<file path="src/rtl/core_pkg.sv">
// Shared types for the fetch/decode/execute front end: decoded-instruction record,
// ALU operation codes, fetch states, RV32I opcode constants and the decoder function.
package core_pkg;

   localparam logic [6:0] OPC_LUI    = 7'h37;
   localparam logic [6:0] OPC_AUIPC  = 7'h17;
   localparam logic [6:0] OPC_JAL    = 7'h6F;
   localparam logic [6:0] OPC_JALR   = 7'h67;
   localparam logic [6:0] OPC_BRANCH = 7'h63;
   localparam logic [6:0] OPC_LOAD   = 7'h03;
   localparam logic [6:0] OPC_STORE  = 7'h23;
   localparam logic [6:0] OPC_OPIMM  = 7'h13;
   localparam logic [6:0] OPC_OP     = 7'h33;

   typedef enum logic [4:0] {
      ALU_NOP, ALU_ADD, ALU_SUB, ALU_SLL, ALU_SLT, ALU_SLTU, ALU_XOR, ALU_SRL,
      ALU_SRA, ALU_OR, ALU_AND, ALU_PASS_B, ALU_ADD_PC,
      ALU_BEQ, ALU_BNE, ALU_BLT, ALU_BGE, ALU_BLTU, ALU_BGEU
   } alu_op_t;

   typedef enum logic {F_IDLE, F_WAIT} fetch_state_t;

   // uses_reg = {reads rs2, reads rs1}; rs1/rs2 are zeroed when not read so a
   // forwarding key can never hit an immediate field.
   typedef struct packed {
      logic [31:0] pc;
      logic [4:0]  rd;
      logic [4:0]  rs1;
      logic [4:0]  rs2;
      logic [31:0] imm;
      alu_op_t     alu_op;
      logic        is_load;
      logic        is_store;
      logic        is_branch;
      logic        is_jal;
      logic        is_jalr;
      logic        writes_to_reg;
      logic [1:0]  uses_reg;
   } instr_t;

   function automatic alu_op_t alu_from_f3(input logic [2:0] f3, input logic sub,
                                           input logic sra);
      alu_op_t op;
      case (f3)
         3'd0:    op = sub ? ALU_SUB : ALU_ADD;
         3'd1:    op = ALU_SLL;
         3'd2:    op = ALU_SLT;
         3'd3:    op = ALU_SLTU;
         3'd4:    op = ALU_XOR;
         3'd5:    op = sra ? ALU_SRA : ALU_SRL;
         3'd6:    op = ALU_OR;
         default: op = ALU_AND;
      endcase
      return op;
   endfunction

   function automatic alu_op_t branch_from_f3(input logic [2:0] f3);
      alu_op_t op;
      case (f3)
         3'd0:    op = ALU_BEQ;
         3'd1:    op = ALU_BNE;
         3'd4:    op = ALU_BLT;
         3'd5:    op = ALU_BGE;
         3'd6:    op = ALU_BLTU;
         3'd7:    op = ALU_BGEU;
         default: op = ALU_NOP;
      endcase
      return op;
   endfunction

   function automatic instr_t decode(input logic [31:0] raw, input logic [31:0] pc);
      instr_t      d;
      logic [31:0] imm_i, imm_s, imm_b, imm_u, imm_j;
      imm_i = {{20{raw[31]}}, raw[31:20]};
      imm_s = {{20{raw[31]}}, raw[31:25], raw[11:7]};
      imm_b = {{20{raw[31]}}, raw[7], raw[30:25], raw[11:8], 1'b0};
      imm_u = {raw[31:12], 12'h000};
      imm_j = {{12{raw[31]}}, raw[19:12], raw[20], raw[30:21], 1'b0};
      d = '0;
      d.pc = pc;
      case (raw[6:0])
         OPC_LUI: begin
            d.rd = raw[11:7]; d.imm = imm_u; d.alu_op = ALU_PASS_B;
         end
         OPC_AUIPC: begin
            d.rd = raw[11:7]; d.imm = imm_u; d.alu_op = ALU_ADD_PC;
         end
         OPC_JAL: begin
            d.rd = raw[11:7]; d.imm = imm_j; d.alu_op = ALU_ADD_PC; d.is_jal = 1'b1;
         end
         OPC_JALR: begin
            d.rd = raw[11:7]; d.imm = imm_i; d.alu_op = ALU_ADD_PC; d.is_jalr = 1'b1;
            d.uses_reg = 2'b01;
         end
         OPC_BRANCH: begin
            d.imm = imm_b; d.alu_op = branch_from_f3(raw[14:12]); d.is_branch = 1'b1;
            d.uses_reg = 2'b11;
         end
         OPC_LOAD: begin
            d.rd = raw[11:7]; d.imm = imm_i; d.alu_op = ALU_ADD; d.is_load = 1'b1;
            d.uses_reg = 2'b01;
         end
         OPC_STORE: begin
            d.imm = imm_s; d.alu_op = ALU_ADD; d.is_store = 1'b1; d.uses_reg = 2'b11;
         end
         OPC_OPIMM: begin
            d.rd = raw[11:7]; d.imm = imm_i; d.uses_reg = 2'b01;
            d.alu_op = alu_from_f3(raw[14:12], 1'b0, raw[30]);
         end
         OPC_OP: begin
            d.rd = raw[11:7]; d.uses_reg = 2'b11;
            d.alu_op = alu_from_f3(raw[14:12], raw[30], raw[30]);
         end
         default: ;
      endcase
      if (d.uses_reg[0]) d.rs1 = raw[19:15];
      if (d.uses_reg[1]) d.rs2 = raw[24:20];
      d.writes_to_reg = (d.rd != 5'd0);
      return d;
   endfunction

endpackage

</file>
<file path="src/rtl/fde_alu.sv">
// Combinational RV32I ALU and branch comparator for the execute stage.
module fde_alu
   import core_pkg::*;
#(
   parameter int XLEN = 32
) (
   input  alu_op_t         op_i,
   input  logic [XLEN-1:0] a_i,
   input  logic [XLEN-1:0] b_i,
   output logic [XLEN-1:0] res_o,
   output logic            cmp_o
);

   logic [4:0] shamt;
   assign shamt = b_i[4:0];

   always_comb begin
      res_o = '0;
      cmp_o = 1'b0;
      case (op_i)
         ALU_ADD, ALU_ADD_PC: res_o = a_i + b_i;
         ALU_SUB:    res_o = a_i - b_i;
         ALU_SLL:    res_o = a_i << shamt;
         ALU_SLT:    res_o = {{(XLEN-1){1'b0}}, $signed(a_i) < $signed(b_i)};
         ALU_SLTU:   res_o = {{(XLEN-1){1'b0}}, a_i < b_i};
         ALU_XOR:    res_o = a_i ^ b_i;
         ALU_SRL:    res_o = a_i >> shamt;
         ALU_SRA:    res_o = $unsigned($signed(a_i) >>> shamt);
         ALU_OR:     res_o = a_i | b_i;
         ALU_AND:    res_o = a_i & b_i;
         ALU_PASS_B: res_o = b_i;
         ALU_BEQ:    cmp_o = (a_i == b_i);
         ALU_BNE:    cmp_o = (a_i != b_i);
         ALU_BLT:    cmp_o = ($signed(a_i) < $signed(b_i));
         ALU_BGE:    cmp_o = ($signed(a_i) >= $signed(b_i));
         ALU_BLTU:   cmp_o = (a_i < b_i);
         ALU_BGEU:   cmp_o = (a_i >= b_i);
         default: ;
      endcase
   end

endmodule

</file>
<file path="src/rtl/fetch_decode_execute.sv">
// Fetch / decode / execute front end of the RV32I pipeline, stepped by per-stage pulses.
// Define FDE_FORWARDING_EN to enable the one-entry operand forwarding path.
//
// fetch state | meaning
// F_IDLE      | no ROM read outstanding
// F_WAIT      | rom_addr issued, ROM word captured on the next edge
module fetch_decode_execute
   import core_pkg::*;
#(
   parameter int XLEN = 32
) (
   input  logic            clk,
   input  logic            rstn,
   input  logic            fetch_en,
   input  logic            decode_en,
   input  logic            exec_en,
   input  logic [XLEN-1:0] pc,
   output logic [XLEN-1:0] rom_addr,
   input  logic [XLEN-1:0] rom_data,
   output logic            fetch_done,
   output logic            decode_done,
   output logic            exec_done,
   output logic [XLEN-1:0] instr_raw,
   output logic [XLEN-1:0] pc_n,
   output logic [4:0]      rs1_a,
   output logic [4:0]      rs2_a,
   input  logic [XLEN-1:0] rs1_v,
   input  logic [XLEN-1:0] rs2_v,
   output instr_t          instr_d,
   output instr_t          instr_e,
   output logic [XLEN-1:0] rs1_e,
   output logic [XLEN-1:0] rs2_e,
   input  logic            fwd_en,
   input  logic [4:0]      fwd_key,
   input  logic [XLEN-1:0] fwd_value,
   output logic [XLEN-1:0] result,
   output logic            jump_taken,
   output logic [XLEN-1:0] jump_dest
);

   fetch_state_t    fstate_q;
   logic [XLEN-1:0] rom_addr_q, instr_raw_q, pc_n_q;
   logic            fetch_done_q;
   instr_t          instr_d_q, instr_e_q;
   logic [XLEN-1:0] rs1_q, rs2_q;
   logic            decode_done_q;
   logic [XLEN-1:0] rs1_e_q, rs2_e_q, result_q, jump_dest_q;
   logic            jump_taken_q, exec_done_q;

   always_ff @(posedge clk or negedge rstn) begin
      if (!rstn) begin
         fstate_q     <= F_IDLE;
         rom_addr_q   <= '0;
         instr_raw_q  <= '0;
         pc_n_q       <= '0;
         fetch_done_q <= 1'b0;
      end else begin
         case (fstate_q)
            F_WAIT: begin
               instr_raw_q  <= rom_data;
               pc_n_q       <= rom_addr_q;
               fetch_done_q <= 1'b1;
               fstate_q     <= F_IDLE;
            end
            default: ;
         endcase
         // A new pulse restarts the fetch even if a word is still outstanding.
         if (fetch_en) begin
            rom_addr_q   <= pc;
            fetch_done_q <= 1'b0;
            fstate_q     <= F_WAIT;
         end
      end
   end

   assign rs1_a = instr_raw_q[19:15];
   assign rs2_a = instr_raw_q[24:20];

   logic fwd1, fwd2;
`ifdef FDE_FORWARDING_EN
   assign fwd1 = fwd_en && (fwd_key != 5'd0) && (fwd_key == instr_d_q.rs1);
   assign fwd2 = fwd_en && (fwd_key != 5'd0) && (fwd_key == instr_d_q.rs2);
`else
   logic unused_fwd;
   assign unused_fwd = ^{fwd_en, fwd_key, fwd_value};
   assign fwd1 = 1'b0;
   assign fwd2 = 1'b0;
`endif

   logic [XLEN-1:0] op1, op2, alu_a, alu_b, alu_res, dest_d;
   logic            cmp, taken_d;

   assign op1 = fwd1 ? fwd_value : rs1_q;
   assign op2 = fwd2 ? fwd_value : rs2_q;

   // Jumps reuse the adder to form the link address pc+4.
   always_comb begin
      alu_a = (instr_d_q.alu_op == ALU_ADD_PC) ? instr_d_q.pc : op1;
      if (instr_d_q.is_jal || instr_d_q.is_jalr)
         alu_b = 32'd4;
      else if (instr_d_q.uses_reg[1] && !instr_d_q.is_store)
         alu_b = op2;
      else
         alu_b = instr_d_q.imm;
   end

   fde_alu #(.XLEN(XLEN)) u_alu (
      .op_i  (instr_d_q.alu_op),
      .a_i   (alu_a),
      .b_i   (alu_b),
      .res_o (alu_res),
      .cmp_o (cmp)
   );

   always_comb begin
      taken_d = instr_d_q.is_jal || instr_d_q.is_jalr || (instr_d_q.is_branch && cmp);
      if (instr_d_q.is_jalr)
         dest_d = (op1 + instr_d_q.imm) & ~32'd1;
      else if (instr_d_q.is_jal || instr_d_q.is_branch)
         dest_d = instr_d_q.pc + instr_d_q.imm;
      else
         dest_d = '0;
   end

   always_ff @(posedge clk or negedge rstn) begin
      if (!rstn) begin
         instr_d_q     <= '0;
         rs1_q         <= '0;
         rs2_q         <= '0;
         decode_done_q <= 1'b0;
         instr_e_q     <= '0;
         rs1_e_q       <= '0;
         rs2_e_q       <= '0;
         result_q      <= '0;
         jump_taken_q  <= 1'b0;
         jump_dest_q   <= '0;
         exec_done_q   <= 1'b0;
      end else begin
         if (decode_en) begin
            instr_d_q     <= decode(instr_raw_q, pc_n_q);
            rs1_q         <= rs1_v;
            rs2_q         <= rs2_v;
            decode_done_q <= 1'b1;
         end
         if (exec_en) begin
            instr_e_q    <= instr_d_q;
            rs1_e_q      <= op1;
            rs2_e_q      <= op2;
            result_q     <= alu_res;
            jump_taken_q <= taken_d;
            jump_dest_q  <= dest_d;
            exec_done_q  <= 1'b1;
         end
      end
   end

   assign rom_addr    = rom_addr_q;
   assign instr_raw   = instr_raw_q;
   assign pc_n        = pc_n_q;
   assign fetch_done  = fetch_done_q;
   assign instr_d     = instr_d_q;
   assign decode_done = decode_done_q;
   assign instr_e     = instr_e_q;
   assign rs1_e       = rs1_e_q;
   assign rs2_e       = rs2_e_q;
   assign result      = result_q;
   assign jump_taken  = jump_taken_q;
   assign jump_dest   = jump_dest_q;
   assign exec_done   = exec_done_q;

endmodule

</file>
<file path="config.mk">
export PLATFORM = sky130hd
export DESIGN_NAME = fetch_decode_execute
export DESIGN_NICKNAME = d
export VERILOG_FILES = /design/src/rtl/core_pkg.sv /design/src/rtl/fde_alu.sv /design/src/rtl/fetch_decode_execute.sv
export SDC_FILE = /design/constraint.sdc
export NUM_CORES = 1
export LEC_CHECK = 0
export ABC_AREA = 1
export CAP_MARGIN = 20
export CELL_PAD_IN_SITES_DETAIL_PLACEMENT = 1
export CELL_PAD_IN_SITES_GLOBAL_PLACEMENT = 2
export CORE_UTILIZATION = 29
export CTS_CLUSTER_DIAMETER = 120
export DETAILED_ROUTE_END_ITERATION = 6
export PLACE_DENSITY_LB_ADDON = 0.08
export RECOVER_POWER = 100
export SLEW_MARGIN = 20
export SYNTH_ARGS = -nofsm -noshare
export SYNTH_HDL_FRONTEND = slang
export SYNTH_SLANG_ARGS = --single-unit
</file>
<file path="constraint.sdc">
create_clock -name clk -period 4.3 [get_ports clk]
set_clock_uncertainty 0.15 [all_clocks]
set_input_delay 1.29 -clock clk [delete_from_list [all_inputs] [get_ports clk]]
set_output_delay 1.29 -clock clk [all_outputs]
set_load 0.005 [all_outputs]
</file>
* Word-level counts from Yosys, hierarchy flattened
Index checks and enable logic that the tools add are counted.
** Cells by class
- $lt $le $gt $ge :: 4
- Add/subtract/negate cells :: 4
- Shift operators :: 3
- Bitwise gates (word level) :: 3
- Reduce and logical (&&, ||, !) cells :: 16
- Muxes and demuxes :: 28
- Eq/ne operators :: 36
** Operator list (count)
- case mux 32 bit (11 select lines) :: 1
- 2-to-1 mux 32 bit :: 5
- case mux 32 bit (5 select lines) :: 1
- adder 32 bit :: 3
- >= comparator 32 bit :: 2
- < comparator 32 bit :: 2
- case mux 5 bit (6 select lines) :: 2
- case mux 4 bit (7 select lines) :: 2
- == test 5 x 4 -> 1 bit, second input constant :: 8
- bitwise AND 32 bit :: 1
- == test 32 bit :: 1
- inequality test 32 bit :: 1
- OR 32 bit :: 1
- left shift 32 x 5 -> 32 bit :: 1
- >> shifter 32 x 5 -> 32 bit :: 1
- >>> shifter 32 x 5 -> 32 bit :: 1
- subtractor 32 bit :: 1
- bitwise XOR 32 bit :: 1
- == test 7 x 6 -> 1 bit, second input constant :: 3
- == test 7 bit, second input constant :: 3
- == test 5 x 3 -> 1 bit, second input constant :: 4
- 2-to-1 mux 5 bit :: 4
- == test 5 bit, second input constant :: 3
- == test 7 x 5 -> 1 bit, second input constant :: 2
- 20 further kinds :: 40
** Word-level totals
- Bits in registers :: 477
- Input bits :: 171
- Output and inout bits :: 422

* Longest topological paths before layout
- Word-level depth :: 8
- Gate-level depth with buffers :: 28
- Gate-level depth less buffers :: 26

* Cells and area by module
Synthesis repeated with hierarchy kept, for this count alone.
** Second synthesis, totals
- Cells, all modules :: 5087
- Area total of the unflattened synthesis :: 33477.1 um^2
** By module, submodules not included
- fetch_decode_execute :: cells each 3195, area an instance 23877.9 um^2, seq. area each 11936.4 um^2, times used 1
- fde_alu :: cells each 1892, area an instance 9599.2 um^2, seq. area each 0.0 um^2, times used 1

* Worst setup path after synthesis
Ideal clock, no wire load.
- Kind :: reg2reg
- Start :: reg instr_d_q, in the netlist instr_d[3]
- End :: reg result_q[8] (netlist: result[8])
- Path buffers :: 4
- Period minus slack after synthesis :: 3591 ps
- Arrival time :: 3324 ps
- Path slack :: 709 ps
- Stages on the path, launching flop included :: 21
- Cells stage by stage :: dfrtp_1 -> buf_2 -> nor2_8 -> inv_2 -> nor3_4 -> inv_2 -> buf_2 -> buf_1 -> ha_1 -> clkbuf_1 -> inv_1 -> nand3_1 -> o21ai_0 -> a21oi_1 -> or2_2 -> nand3_1 -> nand3_1 -> nor2_1 -> nand2_1 -> nand2_1 -> nand2_1
** Between the ends
- Cells in the longest elaborated chain, start to end :: 4
** Ends and longest elaborated chain
- from (decl) :: line fetch_decode_execute.sv:44 : instr_t instr_d_q, instr_e_q;
- from (signal assigned) :: line fetch_decode_execute.sv:140 : instr_d_q <= decode(instr_raw_q, pc_n_q);
- logical OR 1 bit * :: line fetch_decode_execute.sv:99 : if (instr_d_q.is_jal || instr_d_q.is_jalr)
- 2-to-1 mux 32 bit * :: line fetch_decode_execute.sv:99
- subtractor 32 bit (tied with other cells) :: line fde_alu.sv:22 : ALU_SUB: res_o = a_i - b_i;
- case mux 32 bit (11 select lines) * :: line fde_alu.sv:20 : case (op_i)
- to (signal assigned) :: line fetch_decode_execute.sv:149 : result_q <= alu_res;
- to (decl) :: line fetch_decode_execute.sv:47 : logic [XLEN-1:0] rs1_e_q, rs2_e_q, result_q, jump_dest_q;
Mark *: on every way between the ends. The rest lies on a longest branch, timed or not.
A chain may end at the register's enable or synchronous reset.

* Worst setup path after layout
- Start :: reg instr_d_q, in the netlist instr_d[6]
- End :: reg result_q[16] (netlist: result[16])
** Between the ends
- Cells in the longest elaborated chain, start to end :: 6
** Ends and longest elaborated chain
- zero test 1 bit * :: line fetch_decode_execute.sv:101 : else if (instr_d_q.uses_reg[1] && !instr_d_q.is_store)
- logical AND 1 bit * :: line fetch_decode_execute.sv:101
- 2-to-1 mux 32 bit * :: line fetch_decode_execute.sv:101
- 2-to-1 mux 32 bit * :: line fetch_decode_execute.sv:99
- subtractor 32 bit (tied with other cells) :: line fde_alu.sv:22
- case mux 32 bit (11 select lines) * :: line fde_alu.sv:20
Marked as above.

==> flow_summary.yaml <==
route:
  initialDrtViolationCount: 3070
  drt-vias-per-instance: 5.15
  drcViolationCount: 0
  ant_nets: 0
  routedWlPerCell_microns: 27.6
  wirelength_microns: 194000
  drt_pre_antenna_iters: 5
  vias: 36200
hold_path:
  holdPathEnd: "rs2_e[6]$_DFFE_PN0P_"
  min_from: "rs2_e[6]$_DFFE_PN0P_"
  hold_depth: 2
  hold_path_class: "reg -> reg"
worst_setup_path:
  startpoint_type: "register"
  crit_type: "reg -> reg"
  ff2ff_path_depth: 22
  cp.arrival_ns: 4.62
  required_ns: 4.70
  critPathMaxFanout: 7
  r2r_slack_ns: 0.09
  r2r_end: "result[16]$_DFFE_PN0P_"
  cp-end-kind: "register"
  reg2reg_from: "instr_d[6]$_DFFE_PN0P_"
final_layout:
  n_fill_cell: 13700
  areaGrowthSynthToFinish_pct: 36.9
  finalNetCount: 5840
  design_area_sq_um: 44100
  drive_gt1_share_pct: 10.9
floorplanning:
  ios: 593
  die_y_microns: 335
  core_area_sq_um: 109000
  start_util_pct: 29.4
  dieArea_sq_um: 112000
  rows: 121
  die_w_microns: 335
synth:
  yosys_warnings: 0
  synth_most_common_cell: "nand2_1"
  synth-edff-count: 0
  synthTopCellsByCount: "nand2_1, dfrtp_1, o21ai_0"
  synth_area_leaders: "dfrtp_1, nand2_1, o21ai_0"
  yosys.area.top_type_share_pct: 37.1
  synth_fp_nets: 5036
  syn_inst: 4703
  seq_area_frac_synth_pct: 37.1
  yosysTopAreaCell: "dfrtp_1"
  ys_types: 60
  synth-async-reset-ratio_pct: 100
  synthFlopType: "dfrtp_1"
  syn_area_per_cell_sq_um: 6.84
  ys_ff_latch: 477
  syn_area_sq_um: 32200
clock_network:
  clk_pin_slew_ns: 0.06
  cts.sinks: 477
  clk_latency_ns: 0.70
  cts-root-buf: "clkbuf_16"
  cts_made_buffers: 60
  cts_tree: "built"
  clockBufferDepth: 3
  postCtsHoldBufs: 0
  h-tree-depth: 2
placed_design:
  dpl_cell_area_sq_um: 41900
  gp_congestion: 0.983
  dpl.hpwl_microns: 157000
  io_buffer_count: 554
  post-place-ws_ns: -0.371
power_and_ir_drop:
  irDropWorstVdd_uv: 323
  p_switching_mw: 5.31
  share_seq_of_total_power_pct: 35.5
  pwr-share-comb_pct: 29.6
  total_power_mw: 14.7
  powerDensity_nw_per_um2: 334
  p_leak_nw: 22.2
  clockPowerShare_pct: 34.9
  p_sw_share_pct: 36.0
  p_int_mw: 9.43
global_route:
  grtUsageTotal_pct: 33.9
  grt_pass1_vias: 36500
  grt_pass1_wl_microns: 273000
  grt_start_max_net_pins: 139
  grt_antenna_before_repair: 17
  globalRouteOverflowTotal: 0
outcome:
  violations: "capacitance limit, slew limit"
  status: "finished, violations left"
sta:
  fin_crit_ns: 4.21
  finalWorstSetupSlack_ns: 0.0861
  worst_pin_slew_ns: 3.27
  final_max_slew_viol_count: 491
  finalHoldViolCount: 0
  max_slew_margin_pct: -118
  rsz0062_at_grt: "true"
  finalCritPeriodShare_pct: 98.0
  tns_ns: 0
  setup_viol: 0
  fmax_mhz: 237
job:
  cap_violations: 8
## flip-flops by register name, summed over array words and instances (netlist names)
register,flops
op1,32
jump_dest,32
fetch_done,1
exec_done,1
instr_e,92
decode_done,1
rs2_e,32
instr_raw,32
jump_taken,1
rs1_e,32
rom_addr,32
instr_d,92
fstate_q,1
result,32
op2,32
pc_n,32
## placed cells by master (no fill, tap or decap), drive strengths merged, types with 9 or more instances in the layout
cell           netlist  layout
o22ai               24      24
o21bai              18      18
clkdlybuf4s50        0     194
ha                 158     158
dlygate4sd3          0     356
a21oi              234     234
nand2             1524    1524
o31ai                9       9
clkinv               3      16
o21ai              525     525
xor2                17      17
o211ai              41      41
a21o                15      15
a221oi              18      18
a31oi               32      32
nor3                55      55
nor2               309     309
nand3b              10      10
clkbuf             143     109
or2                 18      18
nand4               37      37
dfrtp              477     477
nand3              422     422
buf                 84     394
inv                466     471
## cell families after synthesis
logic type	after synthesis	share of synthesized area, %
AOI/OAI and AO/OA	955	16.6
xor gates and xnor gates	24	0.653
adders and majority gates	162	6.39
buffers and inverters	696	8.58
DFF	477	37.1
and+or+nand+nor	2389	30.7
## routing by layer
layer | global-route usage, % | wire length [microns] | up-vias
met5 | 0 | 94 | -
met3 | 6.65 | 13800 | 217
met2 | 54.1 | 87700 | 1121
met1 | 46.1 | 86300 | 17800
met4 | 10.2 | 6270 | 14
li1 | - | - | 17000
## worst max-delay path, stage by stage (launching register included)
cell	delay (ns)
dfrtp_1	0.39
inv_2	0.09
nand2_8	0.12
buf_12	0.16
buf_4	0.18
nor2_2	0.09
nor3_1	0.19
buf_4	0.19
inv_1	0.08
ha_1	0.37
inv_1	0.14
a21oi_1	0.22
o21ai_0	0.13
a21oi_1	0.18
nand2_1	0.17
a21oi_1	0.21
buf_4	0.13
nand2_1	0.04
a21oi_1	0.21
buf_4	0.16
o211ai_1	0.22
nand2_1	0.13
nand2_1	0.05
## final cells by class
cell class	instances	area [sq um]	share of cell area [%]
diodes	5	12.5	0.0284
flip-flops and latches	477	11900	27.1
repair buffers	969	8850	20.1
clock inverters	23	264	0.599
multi-input cells	3530	17700	40.1
clock buffers	85	1710	3.87
inverters	469	1770	4.02
well taps	1476	1850	4.19
## per-stage QoR
stage	instances	hold slack [ns]	utilization, %
after detailed placement	6918	0.305	38.3
after global placement	6918	0.301	38.3
final	7034	0.310	40.3
after CTS	7026	0.322	40.2
after global routing	7029	0.333	40.2
after floorplan	4703	0.308	-
## worst max-delay path by stage
stage                              to                   start  cells after the start  slack, ns
6_report       result[16]$_DFFE_PN0P_  instr_d[6]$_DFFE_PN0P_                     22       0.09
5_1_grt        result[23]$_DFFE_PN0P_  instr_d[6]$_DFFE_PN0P_                     21      -0.05
4_1_cts         result[0]$_DFFE_PN0P_  instr_d[4]$_DFFE_PN0P_                     24       0.05
3_5_place_dp    result[0]$_DFFE_PN0P_  instr_d[4]$_DFFE_PN0P_                     21      -0.37
3_3_place_gp    result[0]$_DFFE_PN0P_  instr_d[4]$_DFFE_PN0P_                     21      -0.33
2_1_floorplan   result[8]$_DFFE_PN0P_  instr_d[3]$_DFFE_PN0P_                     20       0.71
## power by group through the flow
stage | clock (mW) | sequential (mW) | combinational [mW]
finish | 5.15 | 5.23 | 4.36
global route | 5.43 | 5.27 | 4.73
CTS | 5.27 | 5.24 | 4.41
detailed placement | 0 | 5.31 | 4.38
global placement | 0 | 5.31 | 4.36
floorplan | 0 | 5.19 | 1.85
## timing repair
action                     4_1_cts  5_1_grt
cloned                           0        2
pin swaps                        0        3
setup buffers                    0        1
setup endpoints to repair       10       25
resized for setup                9       46
Power figures use the tool's default switching activity.
